--- src/rtl/keypad_seq_lock_pkg.sv ---
// Shared types and constants for the keypad sequence lock.
package keypad_seq_lock_pkg;

    typedef enum logic [1:0] {
        ST_IDLE    = 2'd0,
        ST_ARMED   = 2'd1,
        ST_STRIKE  = 2'd2,
        ST_DEFUSED = 2'd3
    } state_e;

    // Keypad code meaning "no key pressed".
    localparam int NEUTRAL_CODE = 0;

    // Strike counter width and saturation value.
    localparam int          STRIKE_CNT_W   = 4;
    localparam logic [3:0]  STRIKE_CNT_MAX = 4'd15;

    // Default sequences: A=2,2,6,4  B=1,3,5,7  C=4,4,1,2  D=8,6,3,3.
    // Versions and positions beyond four wrap onto this table.
    function automatic logic [7:0] seq_code(input logic [1:0] ver, input logic [1:0] idx);
        logic [7:0] code;
        case ({ver, idx})
            4'h0: code = 8'd2;
            4'h1: code = 8'd2;
            4'h2: code = 8'd6;
            4'h3: code = 8'd4;
            4'h4: code = 8'd1;
            4'h5: code = 8'd3;
            4'h6: code = 8'd5;
            4'h7: code = 8'd7;
            4'h8: code = 8'd4;
            4'h9: code = 8'd4;
            4'hA: code = 8'd1;
            4'hB: code = 8'd2;
            4'hC: code = 8'd8;
            4'hD: code = 8'd6;
            4'hE: code = 8'd3;
            default: code = 8'd3;
        endcase
        return code;
    endfunction

endpackage

--- src/rtl/keypad_seq_lock_if.sv ---
// Control/status bundle between the bomb controller and the keypad puzzle.
interface keypad_seq_lock_if #(
    parameter int KEY_W        = 7,
    parameter int SEQ_LEN      = 4,
    parameter int NUM_VERSIONS = 4
);
    localparam int VER_W = (NUM_VERSIONS > 1) ? $clog2(NUM_VERSIONS) : 1;
    localparam int IDX_W = $clog2(SEQ_LEN + 1);

    logic             enable;
    logic [VER_W-1:0] version;
    logic [KEY_W-1:0] keypad;
    logic             strike;
    logic             module_defused;
    logic [IDX_W-1:0] progress;
    logic [3:0]       strike_count;
    logic [VER_W-1:0] active_version;

    modport master (
        output enable, version, keypad,
        input  strike, module_defused, progress, strike_count, active_version
    );

    modport slave (
        input  enable, version, keypad,
        output strike, module_defused, progress, strike_count, active_version
    );
endinterface

--- src/rtl/keypad_seq_lock_debounce.sv ---
// Keypad debouncer: accepts a code after STABLE_CYCLES identical samples and
// emits a one-cycle press event on a neutral -> key transition.
import keypad_seq_lock_pkg::*;

module keypad_seq_lock_debounce #(
    parameter int KEY_W         = 7,
    parameter int STABLE_CYCLES = 270000
) (
    input  logic             clock,
    input  logic             reset,
    input  logic             enable,
    input  logic             rel_clr,
    input  logic [KEY_W-1:0] keypad,
    output logic [KEY_W-1:0] stable_code,
    output logic             press_evt
);
    localparam int              CNT_W   = $clog2(STABLE_CYCLES + 1);
    localparam logic [CNT_W-1:0] CNT_MAX = CNT_W'(STABLE_CYCLES);
    localparam logic [KEY_W-1:0] NEUTRAL = KEY_W'(NEUTRAL_CODE);

    logic [KEY_W-1:0] samp_q, samp_d, stable_q, stable_d;
    logic [CNT_W-1:0] cnt_q, cnt_d, run;
    logic             rel_q, rel_d, evt_q, evt_d, accept;

    // Run length of the current code, acceptance, and release/press bookkeeping.
    always_comb begin
        samp_d   = samp_q;
        cnt_d    = cnt_q;
        stable_d = stable_q;
        rel_d    = rel_q;
        evt_d    = evt_q;
        run      = (keypad == samp_q) ? ((cnt_q == CNT_MAX) ? CNT_MAX : cnt_q + CNT_W'(1))
                                      : CNT_W'(1);
        accept   = (run == CNT_MAX);
        if (enable) begin
            samp_d = keypad;
            cnt_d  = run;
            evt_d  = accept && (keypad != NEUTRAL) && (stable_q == NEUTRAL) && rel_q;
            if (accept)
                stable_d = keypad;
            // Arming wins so a key held across arm must be released first.
            if (rel_clr || evt_d)
                rel_d = 1'b0;
            else if (accept && keypad == NEUTRAL)
                rel_d = 1'b1;
        end
    end

    // Debounce state registers; everything holds while disabled.
    always_ff @(posedge clock) begin
        if (reset) begin
            samp_q   <= '0;
            cnt_q    <= '0;
            stable_q <= '0;
            rel_q    <= 1'b0;
            evt_q    <= 1'b0;
        end else begin
            samp_q   <= samp_d;
            cnt_q    <= cnt_d;
            stable_q <= stable_d;
            rel_q    <= rel_d;
            evt_q    <= evt_d;
        end
    end

    assign stable_code = stable_q;
    // A pending event survives a freeze and is consumed on resume.
    assign press_evt   = evt_q & enable;

endmodule

--- src/rtl/keypad_seq_lock.sv ---
// Keypad sequence-entry puzzle: checks debounced presses against the stored
// sequence chosen at arm time, pulses strike on errors, latches defuse.
import keypad_seq_lock_pkg::*;

module keypad_seq_lock #(
    parameter int KEY_W         = 7,
    parameter int SEQ_LEN       = 4,
    parameter int NUM_VERSIONS  = 4,
    parameter int STABLE_CYCLES = 270000
) (
    input  logic                clock,
    input  logic                reset,
    keypad_seq_lock_if.slave    bus
);
    localparam int VER_W = (NUM_VERSIONS > 1) ? $clog2(NUM_VERSIONS) : 1;
    localparam int IDX_W = $clog2(SEQ_LEN + 1);

    state_e           state_q, state_d;
    logic [IDX_W-1:0] progress_q, progress_d;
    logic [3:0]       strike_count_q, strike_count_d;
    logic [VER_W-1:0] active_version_q, active_version_d;
    logic [KEY_W-1:0] stable_code, exp_code;
    logic             press_evt;

    keypad_seq_lock_debounce #(
        .KEY_W         (KEY_W),
        .STABLE_CYCLES (STABLE_CYCLES)
    ) u_debounce (
        .clock       (clock),
        .reset       (reset),
        .enable      (bus.enable),
        .rel_clr     (state_q == ST_IDLE),
        .keypad      (bus.keypad),
        .stable_code (stable_code),
        .press_evt   (press_evt)
    );

    // Sequence ROM lookup for the next expected press.
    assign exp_code = KEY_W'(seq_code(2'(active_version_q), 2'(progress_q)));

    // Next-state logic: arm, compare presses, strike, defuse.
    always_comb begin
        state_d          = state_q;
        progress_d       = progress_q;
        strike_count_d   = strike_count_q;
        active_version_d = active_version_q;
        if (bus.enable) begin
            case (state_q)
                ST_IDLE: begin
                    state_d          = ST_ARMED;
                    active_version_d = bus.version;
                end
                ST_ARMED: begin
                    if (press_evt) begin
                        if (stable_code == exp_code) begin
                            progress_d = progress_q + IDX_W'(1);
                            if (progress_q == IDX_W'(SEQ_LEN - 1))
                                state_d = ST_DEFUSED;
                        end else begin
                            state_d    = ST_STRIKE;
                            progress_d = '0;
                            if (strike_count_q != STRIKE_CNT_MAX)
                                strike_count_d = strike_count_q + 4'd1;
                        end
                    end
                end
                ST_STRIKE:  state_d = ST_ARMED;
                ST_DEFUSED: state_d = ST_DEFUSED;
                default:    state_d = ST_IDLE;
            endcase
        end
    end

    // State and status registers.
    always_ff @(posedge clock) begin
        if (reset) begin
            state_q          <= ST_IDLE;
            progress_q       <= '0;
            strike_count_q   <= '0;
            active_version_q <= '0;
        end else begin
            state_q          <= state_d;
            progress_q       <= progress_d;
            strike_count_q   <= strike_count_d;
            active_version_q <= active_version_d;
        end
    end

    assign bus.strike         = bus.enable && (state_q == ST_STRIKE);
    assign bus.module_defused = (state_q == ST_DEFUSED);
    assign bus.progress       = progress_q;
    assign bus.strike_count   = strike_count_q;
    assign bus.active_version = active_version_q;

endmodule

--- src/flat_wrapper.sv ---
// flat-port wrapper written by rule: the top's interface ports become plain ports
module keypad_seq_lock_flat 
#(
    parameter int KEY_W         = 7,
    parameter int SEQ_LEN       = 4,
    parameter int NUM_VERSIONS  = 4,
    parameter int STABLE_CYCLES = 270000
)
  (clock, reset, bus_enable, bus_version, bus_keypad, bus_strike, bus_module_defused, bus_progress, bus_strike_count, bus_active_version);
  keypad_seq_lock_if #(.KEY_W(KEY_W), .SEQ_LEN(SEQ_LEN), .NUM_VERSIONS(NUM_VERSIONS)) bus_i ();
  input  logic clock;
  input  logic reset;
  input wire logic [$bits(bus_i.enable)-1:0] bus_enable;
  input wire logic [$bits(bus_i.version)-1:0] bus_version;
  input wire logic [$bits(bus_i.keypad)-1:0] bus_keypad;
  output wire logic [$bits(bus_i.strike)-1:0] bus_strike;
  output wire logic [$bits(bus_i.module_defused)-1:0] bus_module_defused;
  output wire logic [$bits(bus_i.progress)-1:0] bus_progress;
  output wire logic [$bits(bus_i.strike_count)-1:0] bus_strike_count;
  output wire logic [$bits(bus_i.active_version)-1:0] bus_active_version;
  assign bus_i.enable = bus_enable;
  assign bus_i.version = bus_version;
  assign bus_i.keypad = bus_keypad;
  assign bus_strike = bus_i.strike;
  assign bus_module_defused = bus_i.module_defused;
  assign bus_progress = bus_i.progress;
  assign bus_strike_count = bus_i.strike_count;
  assign bus_active_version = bus_i.active_version;
  keypad_seq_lock #(.KEY_W(KEY_W), .SEQ_LEN(SEQ_LEN), .NUM_VERSIONS(NUM_VERSIONS), .STABLE_CYCLES(STABLE_CYCLES)) u_core (.clock(clock), .reset(reset), .bus(bus_i));
endmodule
--- config.mk ---
export PLATFORM = sky130hd
export DESIGN_NAME = keypad_seq_lock_flat
export DESIGN_NICKNAME = d
export VERILOG_FILES = /design/src/rtl/keypad_seq_lock_pkg.sv /design/src/rtl/keypad_seq_lock_if.sv /design/src/rtl/keypad_seq_lock_debounce.sv /design/src/rtl/keypad_seq_lock.sv /design/src/flat_wrapper.sv
export SDC_FILE = /design/constraint.sdc
export NUM_CORES = 1
export LEC_CHECK = 0
export ABC_AREA = 0
export CAP_MARGIN = 20
export CORE_AREA = 2 2 103 105
export DETAILED_ROUTE_END_ITERATION = 16
export DIE_AREA = 0 0 105 107
export PLACE_DENSITY = 0.52
export SLEW_MARGIN = 20
export SYNTH_ARGS = -nofsm -noshare
export SYNTH_HDL_FRONTEND = slang
export SYNTH_HIERARCHICAL = 1
export SYNTH_SLANG_ARGS = --single-unit
--- constraint.sdc ---
create_clock -name clock -period 2.2 [get_ports clock]
set_input_delay 0.66 -clock clock [delete_from_list [all_inputs] [get_ports clock]]
set_output_delay 0.66 -clock clock [all_outputs]
set_load 0.05 [all_outputs]
==> out/metrics.yaml <==
hold_path:
  hold_path.class: "flip-flop to flip-flop"
  holdCritStartpoint: "u_core/u_debounce/rel_q"
logic_synthesis:
  yosys_warnings: 6
  synth_edf_count: 0
  synth_ff_type: "dfxtp_1"
  syn_area_um2: 2980
  syn-num-nets: 395
  synth_cell_types: 59
  yosysSeqAreaShare: 0.309
  synth_cells: 373
  avgSynthCellArea_um2: 7.99
  ys_ff_latch: 46
  async_reset_ff_frac: 0
route:
  wl_per_cell_um: 16.2
  ant_nets: 0
  first_pass_iters: 4
  drtIter0Drc: 179
  vias: 3253
  via_per_inst: 5.37
  routed_wl_um: 9810
  post-route-drc-count: 0
timing:
  setup_viol: 2
  slew_violations: 0
  max_freq_mhz: 448
  rsz0062_at_grt: "true"
  skew_ps: 21.4
  relSlewSlack: 0.667
  fin_crit_sh: 1.01
  finalWorstSetupSlack_ps: -29.8
  tightest_slew_ps: 498
  min_period_ps: 2230
  hold_viol_final: 0
floorplan:
  die_h_um: 107
  dieArea_um2: 11200
  io_pins: 23
  initial_utilization: 0.295
  coreArea_um2: 10100
  rows: 37
  die-width_um: 105
job:
  drv_cap: 0
power:
  p_int_w: 0.00116
  pwr-share-seq: 0.526
  clkPwrFrac: 0.349
  p_sw_frac: 0.282
  pwr-share-comb: 0.125
  power_density_nw_per_um2: 362
  leakage_nw: 1.67
  ir_worst_vdd_mv: 0.201
  total_power_w: 0.00162
  netSwitchingPower_w: 0.000458
status:
  outcome: "finished, violations left"
  violations: "setup timing"
critical_path:
  criticalPathCategory: "flip-flop to flip-flop"
  cp-startpoint: "u_core/u_debounce/cnt_q[1]"
  r2r-start: "u_core/u_debounce/cnt_q[1]"
  crit_path_frequent_cell: "buf_6"
  required_ps: 2410
  crit_path_max_incr_delay_ps: 530
  crit_chain: "buf_6, nand4_1, or4_4, a211oi_4, a31oi_4, buf_6, nor4_4, o21bai_1"
  crit_path_top_delay_cell: "or4_4"
  cp_data_arrival_time_ps: 2440
  worst_setup_path_start_kind: "flip-flop"
  cp-end-kind: "flip-flop"
  path_max_fanout: 5
  crit_family: "simple AND/OR/NAND/NOR gates"
  cp_num_buf_inv: 2
grt:
  grt_first_pass_wirelength_um: 15000
  grt_overflow: 0
  grt_max_degree: 38
  antenna_found_initial: 0
  grt_pass1_vias: 2995
  grt_use_total: 0.164
finish:
  drive_above_1_share: 0.398
  final_common_cell: "buf_4"
  final_cell_mix: "86 x buf_4, 32 x dfxtp_1, 30 x nor2_1"
  fin_nets: 491
  diodes: 0
  fin_area_um2: 4490
  area_growth_pct: 50.6
placed_design:
  place_area_um2: 3850
  gp_congestion: 0.904
  place_hpwl_um: 6460
  port_buffers: 22
clock_network:
  cts-root-buf: "clkbuf_8"
  clk_latency_ps: 320
  cts.hold.buffers_added: 0
  clk_pin_slew_ps: 110
  cts.sinks: 46
  clock_path_buffers: 2
  cts_buffers: 5
  h-tree-depth: 2
  cts_tree: "yes"
worst paths after layout:
kind	end	slack (ps)	cells after the start
max	u_core/u_debounce/rel_q	-30	8
max reg2reg	u_core/u_debounce/rel_q	-30	8
min	u_core/u_debounce/rel_q	490	2
min reg2reg	u_core/u_debounce/rel_q	490	2
tightest hold or removal path: stages, from the launching register on:
cell      delay [ps]
dfxtp_1          330
nand2_1           70
o21bai_1          60
cells in the mapped netlist (4+ instances only):
| master | count | area, um2 |
|---|---|---|
| o21ai_0 | 14 | 70.1 |
| nand3b_1 | 7 | 52.6 |
| nand2_1 | 19 | 71.3 |
| nor2b_1 | 7 | 43.8 |
| nand4_1 | 15 | 93.8 |
| nor4_1 | 9 | 56.3 |
| mux2i_1 | 10 | 100 |
| a21oi_1 | 29 | 145 |
| and2_1 | 6 | 37.5 |
| nand2b_1 | 5 | 31.3 |
| dfxtp_1 | 46 | 921 |
| nand4b_1 | 5 | 43.8 |
| nand3_1 | 19 | 95.1 |
| buf_2 | 6 | 30.0 |
| ha_1 | 10 | 125 |
| nor2_1 | 30 | 113 |
| nor3_1 | 19 | 95.1 |
| or3_1 | 8 | 50.1 |
| inv_1 | 11 | 41.3 |
| o31ai_1 | 12 | 90.1 |
| clkbuf_1 | 15 | 56.3 |
| a31oi_1 | 4 | 25.0 |
| and3_1 | 6 | 37.5 |
| xnor2_1 | 11 | 96.3 |
stage by stage:
step,setup WS (ps),hold slack (ps),utilization,std cells,TNS (ps)
3_5_place_dp,-606,464,0.382,580,-15500
6_report,-29.8,489,0.444,606,-33.4
3_3_place_gp,-550,455,0.382,580,-14520
2_1_floorplan,-23.8,441,-,373,-159
5_1_grt,-135,508,0.444,606,-583
4_1_cts,2.05,479,0.407,594,0
what timing repair did:
action	4_1_cts	5_1_grt
gates cloned	2	2
setup endpoints to repair	33	33
gates resized for setup	40	70
pin swaps	16	32
setup buffers	4	10
cells by family (layout without fill, tap and decap cells):
family | count (synthesis) | count (layout) | share of synthesized area
AND/OR/NAND/NOR | 171 | 171 | 0.325
flip-flops | 46 | 46 | 0.309
XOR/XNOR | 14 | 14 | 0.0412
multiplexers | 12 | 12 | 0.0412
buffers and inverters | 35 | 130 | 0.0517
adder cells (fa/ha/maj) | 10 | 10 | 0.0420
AO/OA/AOI/OAI | 85 | 87 | 0.189
power groups by stage:
stage          logic (W)  clock network (W)  registers, W
2_1_floorplan  0.0000850                  0      0.000878
3_3_place_gp    0.000168                  0      0.000874
3_5_place_dp    0.000170                  0      0.000875
4_1_cts         0.000177           0.000587      0.000856
5_1_grt         0.000217           0.000617      0.000856
6_report        0.000202           0.000566      0.000854
state kept, by name, indices dropped and copies added, names as in the netlist:
name                           flops
u_core/bus.active_version          2
u_core/bus.progress                3
u_core/u_debounce/rel_q            1
u_core/u_debounce/stable_code      7
u_core/state_q                     2
u_core/bus.strike_count            4
u_core/u_debounce/cnt_q           19
u_core/u_debounce/evt_q            1
u_core/u_debounce/samp_q           7
cell type report:
cell class	instances	area (um2)
fillers	1026	5610
multi-input cells	294	2310
flip-flops and latches	46	953
repair buffers	111	917
well taps	136	170
clock buffers	5	68.8
inverters	11	41.3
clock inverters	3	22.5
routing by layer:
layer | track usage | vias to the layer above | routed length (um)
met1 | 0.221 | 1574 | 4500
met5 | 0 | - | 0
met4 | 0.0486 | 0 | 154
met3 | 0.0261 | 15 | 393
li1 | - | 1575 | -
met2 | 0.269 | 89 | 4770
No activity file was read; power rests on OpenSTA's default activity.
